[src/rtl/shift_sched.sv]
// shift_sched: round-robin scheduler feeding a serial right-shifter, one job at a time
// Ports:
//   clk, rst              clock, synchronous active-high reset
//   req0/data0/amt0       requester 0 job: request (held until gnt0), 5-bit operand, shift amount
//   req1/data1/amt1       requester 1 job: same as requester 0
//   gnt0, gnt1            one-cycle pulse after a job is accepted
//   busy                  high on cycles following a shift step
//   done                  one-cycle pulse when y holds a new result
//   owner                 requester index of the result on y
//   y                     operand logically right-shifted by min(amt, 5)
module shift_sched (
    input  logic       clk,
    input  logic       rst,
    input  logic       req0,
    input  logic [4:0] data0,
    input  logic [2:0] amt0,
    input  logic       req1,
    input  logic [4:0] data1,
    input  logic [2:0] amt1,
    output logic       gnt0,
    output logic       gnt1,
    output logic       busy,
    output logic       done,
    output logic       owner,
    output logic [4:0] y
);
    typedef enum logic {IDLE, SHIFT} state_t;
    state_t     state;
    logic [4:0] sr;
    logic [2:0] cnt;
    logic       job_own;
    logic       pri;
    logic       win;
    logic [2:0] amt_w;
    // pri names the requester that wins a tie: the one not served last
    assign win   = req1 & (~req0 | pri);
    assign amt_w = win ? amt1 : amt0;
    always_ff @(posedge clk) begin
        if (rst) begin
            state   <= IDLE;
            sr      <= '0;
            cnt     <= '0;
            job_own <= 1'b0;
            pri     <= 1'b0;
            gnt0    <= 1'b0;
            gnt1    <= 1'b0;
            busy    <= 1'b0;
            done    <= 1'b0;
            owner   <= 1'b0;
            y       <= '0;
        end else begin
            gnt0 <= 1'b0;
            gnt1 <= 1'b0;
            busy <= 1'b0;
            done <= 1'b0;
            if (state == IDLE) begin
                if (req0 | req1) begin
                    sr      <= win ? data1 : data0;
                    cnt     <= amt_w > 3'd5 ? 3'd5 : amt_w;
                    job_own <= win;
                    pri     <= ~win;
                    gnt0    <= ~win;
                    gnt1    <= win;
                    state   <= SHIFT;
                end
            end else if (cnt != 3'd0) begin
                sr   <= {1'b0, sr[4:1]};
                cnt  <= cnt - 3'd1;
                busy <= 1'b1;
            end else begin
                y     <= sr;
                owner <= job_own;
                done  <= 1'b1;
                state <= IDLE;
            end
        end
    end
endmodule

[config.mk]
export PLATFORM = sky130hd
export DESIGN_NAME = shift_sched
export DESIGN_NICKNAME = d
export VERILOG_FILES = /design/src/rtl/shift_sched.sv
export SDC_FILE = /design/constraint.sdc
export NUM_CORES = 1
export LEC_CHECK = 0
export CAP_MARGIN = 5
export CORE_MARGIN = 2
export CORE_UTILIZATION = 45
export CTS_BUF_LIST = sky130_fd_sc_hd__clkbuf_4 sky130_fd_sc_hd__clkbuf_8
export DETAILED_ROUTE_END_ITERATION = 12
export GPL_TIMING_DRIVEN = 0
export PLACE_DENSITY = 0.78
export SYNTH_ARGS = -nofsm -noshare
export SYNTH_HDL_FRONTEND = slang
export SYNTH_SLANG_ARGS = --single-unit
[constraint.sdc]
create_clock -name clk -period 2.05 [get_ports clk]
set_clock_uncertainty 0.15 [all_clocks]
set_input_delay 0.41 -clock clk [delete_from_list [all_inputs] [get_ports clk]]
set_output_delay 0.41 -clock clk [all_outputs]
set_load 0.02 [all_outputs]
=== After elaboration in Yosys (flattened, before gate mapping) ===
Index checks and enable logic that the tools add are counted.

* Register bits after elaboration: 21
* Input port bits: 20
* Output and inout port bits: 10
* Logic and storage cells: 42

* Add/subtract/negate cells: 1
* Magnitude comparators: 1
* Eq/ne operators: 1
* Muxes and demuxes: 13
* Bitwise operators: 8
* Reduce and logical (&&, ||, !) cells: 7

{| class="wikitable"
|+ Operator list
! operator !! number
|-
| $mux W5 || 4
|-
| $mux W3 || 5
|-
| $reduce_and A2 Y1 || 3
|-
| $not A1 Y1 || 5
|-
| $mux W1 || 4
|-
| $gt A3 B3 Y1 const B || 1
|-
| $reduce_bool A3 Y1 || 1
|-
| $reduce_or A3 Y1 || 1
|-
| $sub A3 B1 Y3 const B || 1
|-
| $ne A2 B1 Y1 const B || 1
|-
| $or A1 B1 Y1 || 2
|-
| $reduce_bool A2 Y1 || 1
|-
| $reduce_or A2 Y1 || 1
|-
| $and A1 B1 Y1 || 1
|}

=== Logic depth before layout (Yosys ltp) ===
* Depth in word-level cells: 8
* Depth in mapped cells: 7
* Mapped depth without buffers: 6

=== Worst setup path after synthesis ===
OpenSTA, ideal clock, no wires.

* Path kind: reg-to-reg
* Start: register cnt[0]
* End: register sr[3]
* Setup time: 0.060 ns
* Arrival: 1.305 ns
* Required time: 1.840 ns
* Slack: 0.534 ns
* Cell stages (with the launch flop): 8
* Path buffers: 1
* Period minus slack after synthesis: 1.516 ns
* Cell sequence: dfxtp_1 > inv_1 > ha_1 > nand3b_1 > buf_4 > nand2_1 > nor2_1 > a32o_1

* Longest elaborated chain between the ends: 3

{| class="wikitable"
|+ Ends and longest elaborated chain
! element !! line !! source
|-
| from (decl) || 30 || <nowiki>logic [2:0] cnt;</nowiki>
|-
| from (signal assigned) || 59 || <nowiki>cnt <= amt_w > 3'd5 ? 3'd5 : amt_w;</nowiki>
|-
| from (signal assigned) || 68 || <nowiki>cnt <= cnt - 3'd1;</nowiki>
|-
| $reduce_bool A3 Y1 || 66 || <nowiki>end else if (cnt != 3'd0) begin</nowiki>
|-
| $ne A2 B1 Y1 (no line) || -- ||
|-
| $reduce_and A2 Y1 (no line) || -- ||
|-
| to (signal assigned) || 58 || <nowiki>sr <= win ? data1 : data0;</nowiki>
|-
| to (signal assigned) || 67 || <nowiki>sr <= {1'b0, sr[4:1]};</nowiki>
|-
| to (decl) || 29 || <nowiki>logic [4:0] sr;</nowiki>
|}

No other way between the ends.
A chain may end at the register's enable or synchronous reset.

=== Final worst setup path ===
* Start: register y[3]
* End: output y[3]

{| class="wikitable"
|+ RTL lines
! element !! line !! source
|-
| from (decl) || 25 || <nowiki>output logic [4:0] y</nowiki>
|-
| from (signal assigned) || 71 || <nowiki>y <= sr;</nowiki>
|}

No word-level cell between the ends.

==> flow_metrics.env <==
export IMPL_h_tree_depth=1
export IMPL_synth_xor_area_share_pct=0.868
export IMPL_routed_wl_um=2050
export IMPL_grt_pass1_vias=828
export IMPL_final_cell_count_no_fill=174
export IMPL_synth_seq_cells=21
export IMPL_grt_usage_pct=17.2
export IMPL_final_max_slew_viol_count=0
export IMPL_critPathTopFamily="buffers and inverters"
export IMPL_internal_power_w=0.000688
export IMPL_core_um2=2170
export IMPL_fin_crit_sh_pct=89.0
export IMPL_dieArea_um2=2640
export IMPL_crit_path_max_fanout=2
export IMPL_swShare_pct=31.2
export IMPL_clkTransAtPathRegs_ps=110
export IMPL_cts_buffers=3
export IMPL_yosysSeqAreaShare_pct=41.7
export IMPL_fp_dieH_um=51.3
export IMPL_hold_buffers=0
export IMPL_tns_ps=0
export IMPL_start_util_pct=46.5
export IMPL_cpPeakStageDelay_ps=600
export IMPL_syn_instance_count=114
export IMPL_crit_slowest_cell="clkdlybuf4s50_1"
export IMPL_antenna_found_initial=0
export IMPL_dpl_hpwl_um=1580
export IMPL_rsz0062_at_grt="no"
export IMPL_synth_area_um2=1010
export IMPL_synth_cell_types=30
export IMPL_die_w_um=51.3
export IMPL_status="finished clean"
export IMPL_cts_max_path_buffers=2
export IMPL_grt_pass1_wl_um=3420
export IMPL_maxSlewHeadroom_pct=71.8
export IMPL_syn_num_nets=136
export IMPL_synth_top_family_by_area="simple AND/OR/NAND/NOR gates"
export IMPL_cts_root_buf="clkbuf_4"
export IMPL_async_reset_ff_share_pct=0
export IMPL_hp_class="input pin to flop"
export IMPL_holdWs_ps=316
export IMPL_worst_slew_pin_slew_ps=423
export IMPL_cp_depth=1
export IMPL_muxShareOfSynthArea_pct=11.9
export IMPL_drive_above_1_share_pct=8.90
export IMPL_reg2reg_depth=7
export IMPL_firstDrtPassIters=7
export IMPL_p_seq_share_pct=48.4
export IMPL_r2r_start="cnt[0]"
export IMPL_synth_fa_ha_area_share_pct=2.48
export IMPL_drtIter0Drc=17
export IMPL_startpoint="y[3]"
export IMPL_postCtsResizedCells=0
export IMPL_start_kind="flop"
export IMPL_finalHoldViolCount=0
export IMPL_synth_simple_area_share_pct=19.7
export IMPL_vias_per_cell=5.22
export IMPL_gp_congestion=0.768
export IMPL_synth_edf_count=0
export IMPL_grt_max_degree=13
export IMPL_path_class="flop to primary output"
export IMPL_area_delta_synth_final_pct=34.0
export IMPL_fin_nets=169
export IMPL_reg2reg_slack_ps=290
export IMPL_dp_cells=170
export IMPL_power_per_cell_area_nw_per_um2=740
export IMPL_drc=0
export IMPL_peakVddDrop_mv=0.585
export IMPL_ys_flop_type="dfxtp_1"
export IMPL_io_buffers=28
export IMPL_cts_setup_buffers=0
export IMPL_cp_num_buf_inv=1
export IMPL_overflow=0
export IMPL_avgRoutedWirePerCell_um=11.8
export IMPL_maxCapViolCount=0
export IMPL_cp_data_required_time_ps=1490
export IMPL_timing_rr_end="sr[3]"
export IMPL_clock_latency_ps=310
export IMPL_worst_ep_arrival_time_ps=1260
export IMPL_power_share_clock_pct=20.0
export IMPL_clock_sinks=21
export IMPL_setup_violations_final=0
export IMPL_synth_compound_area_share_pct=17.4
export IMPL_pin_count=30
export IMPL_p_leak_nw=0.568
export IMPL_ys_warn_count=0
export IMPL_p_comb_share_pct=31.6
export IMPL_std_cell_rows=17
export IMPL_critPathCapture="y[3]"
export IMPL_ant_nets=0
export IMPL_path_cells="clkdlybuf4s50_1"
export IMPL_cp_end_kind="primary output"
export IMPL_switchingPower_w=0.000312
export IMPL_cts_tree="built"
export IMPL_avgSynthCellArea_um2=8.85
export IMPL_antennaDiodeCount=0
export IMPL_num_vias=909
export IMPL_fmax_mhz=548
export IMPL_min_period_ps=1820
## cell type report
| cell class | instances | area, um^2 |
|---|---|---|
| sequential | 21 | 420 |
| tap | 28 | 35.0 |
| multi-input combinational | 81 | 528 |
| timing repair buffer | 28 | 280 |
| buffer | 7 | 41.3 |
| fill | 202 | 818 |
| inverter | 5 | 18.8 |
| clock buffer | 3 | 22.5 |
| clock inverter | 1 | 5.00 |
## synthesized netlist by cell type (2+ instances only)
cell type,n,share of area (%)
buf_2,3,1.5
nor2_1,21,7.8
o21a_1,3,2.2
nand2_1,9,3.3
ha_1,2,2.5
inv_1,4,1.5
nor3_1,2,0.99
a32o_1,5,5.0
a21oi_1,5,2.5
clkbuf_1,2,0.74
o21ai_0,2,0.99
mux2i_1,12,12
dfxtp_1,21,42
or3_1,2,1.2
nand3b_1,2,1.5
nand2b_1,5,3.1
## worst min path at each step
stage / startpoint / to / slack [ps] / depth (start not counted)
6_report: rst / job_own / 320 / 2
5_1_grt: rst / job_own / 340 / 2
4_1_cts: rst / job_own / 320 / 2
3_5_place_dp: cnt[1] / cnt[1] / 310 / 1
3_3_place_gp: cnt[1] / cnt[1] / 300 / 1
2_1_floorplan: sr[4] / sr[4] / 290 / 2
## power groups by stage
stage	registers, W	logic, W	clock network, W
6_report	0.000484	0.000316	0.000200
3_3_place_gp	0.000492	0.000306	0
4_1_cts	0.000484	0.000316	0.000201
3_5_place_dp	0.000493	0.000315	0
2_1_floorplan	0.000503	0.000199	0
5_1_grt	0.000491	0.000350	0.000214
## stage by stage
| step | util, % | total power (W) | setup WS (ps) | instance area (um^2) |
|---|---|---|---|---|
| finish | 62.3 | 0.00100 | 226 | 1350 |
| CTS | 62.3 | 0.00100 | 213 | 1350 |
| detailed placement | 61.0 | 0.000809 | -44.6 | 1320 |
| floorplan | - | 0.000702 | 534 | 1010 |
| global placement | 61.0 | 0.000798 | -22.5 | 1320 |
| global route | 62.3 | 0.00105 | 137 | 1350 |
## registers in the layout (all words and copies together), names as in the netlist
name and cells:
gnt1 1, cnt 3, owner 1, busy 1
state 1, job_own 1, done 1, gnt0 1
y 5, sr 5, pri 1
## logic make-up (layout without fill, tap and decap cells)
logic type | count (synthesis) | count (layout)
and+or+nand+nor | 43 | 43
AOI/OAI and AO/OA | 23 | 23
muxes | 12 | 12
xor gates and xnor gates | 1 | 1
adders and majority gates | 2 | 2
buffers and inverters | 12 | 44
DFF | 21 | 21
## routing by layer
layer	up-vias	GRT usage [%]	share of wire (%)
li1	458	-	-
met1	412	20.0	44
met2	36	31.2	47
met3	3	4.09	7.5
met4	0	5.26	0.93
met5	-	0	0
## cells in the final DEF (no fill, tap or decap), types with 2 or more instances in the layout
cell type / synthesis / layout
nand2b_1: 5 / 5
nor3_1: 2 / 2
o21ai_0: 2 / 2
dfxtp_1: 21 / 21
buf_2: 3 / 3
or3_1: 2 / 2
nand2_1: 9 / 9
clkbuf_4: 0 / 3
nor2_1: 21 / 21
mux2i_1: 12 / 12
ha_1: 2 / 2
a21oi_1: 5 / 5
clkdlybuf4s50_1: 0 / 28
clkbuf_1: 2 / 2
inv_1: 4 / 4
o21a_1: 3 / 3
nand3b_1: 2 / 2
a32o_1: 5 / 5
Power figures use the tool's default switching activity.
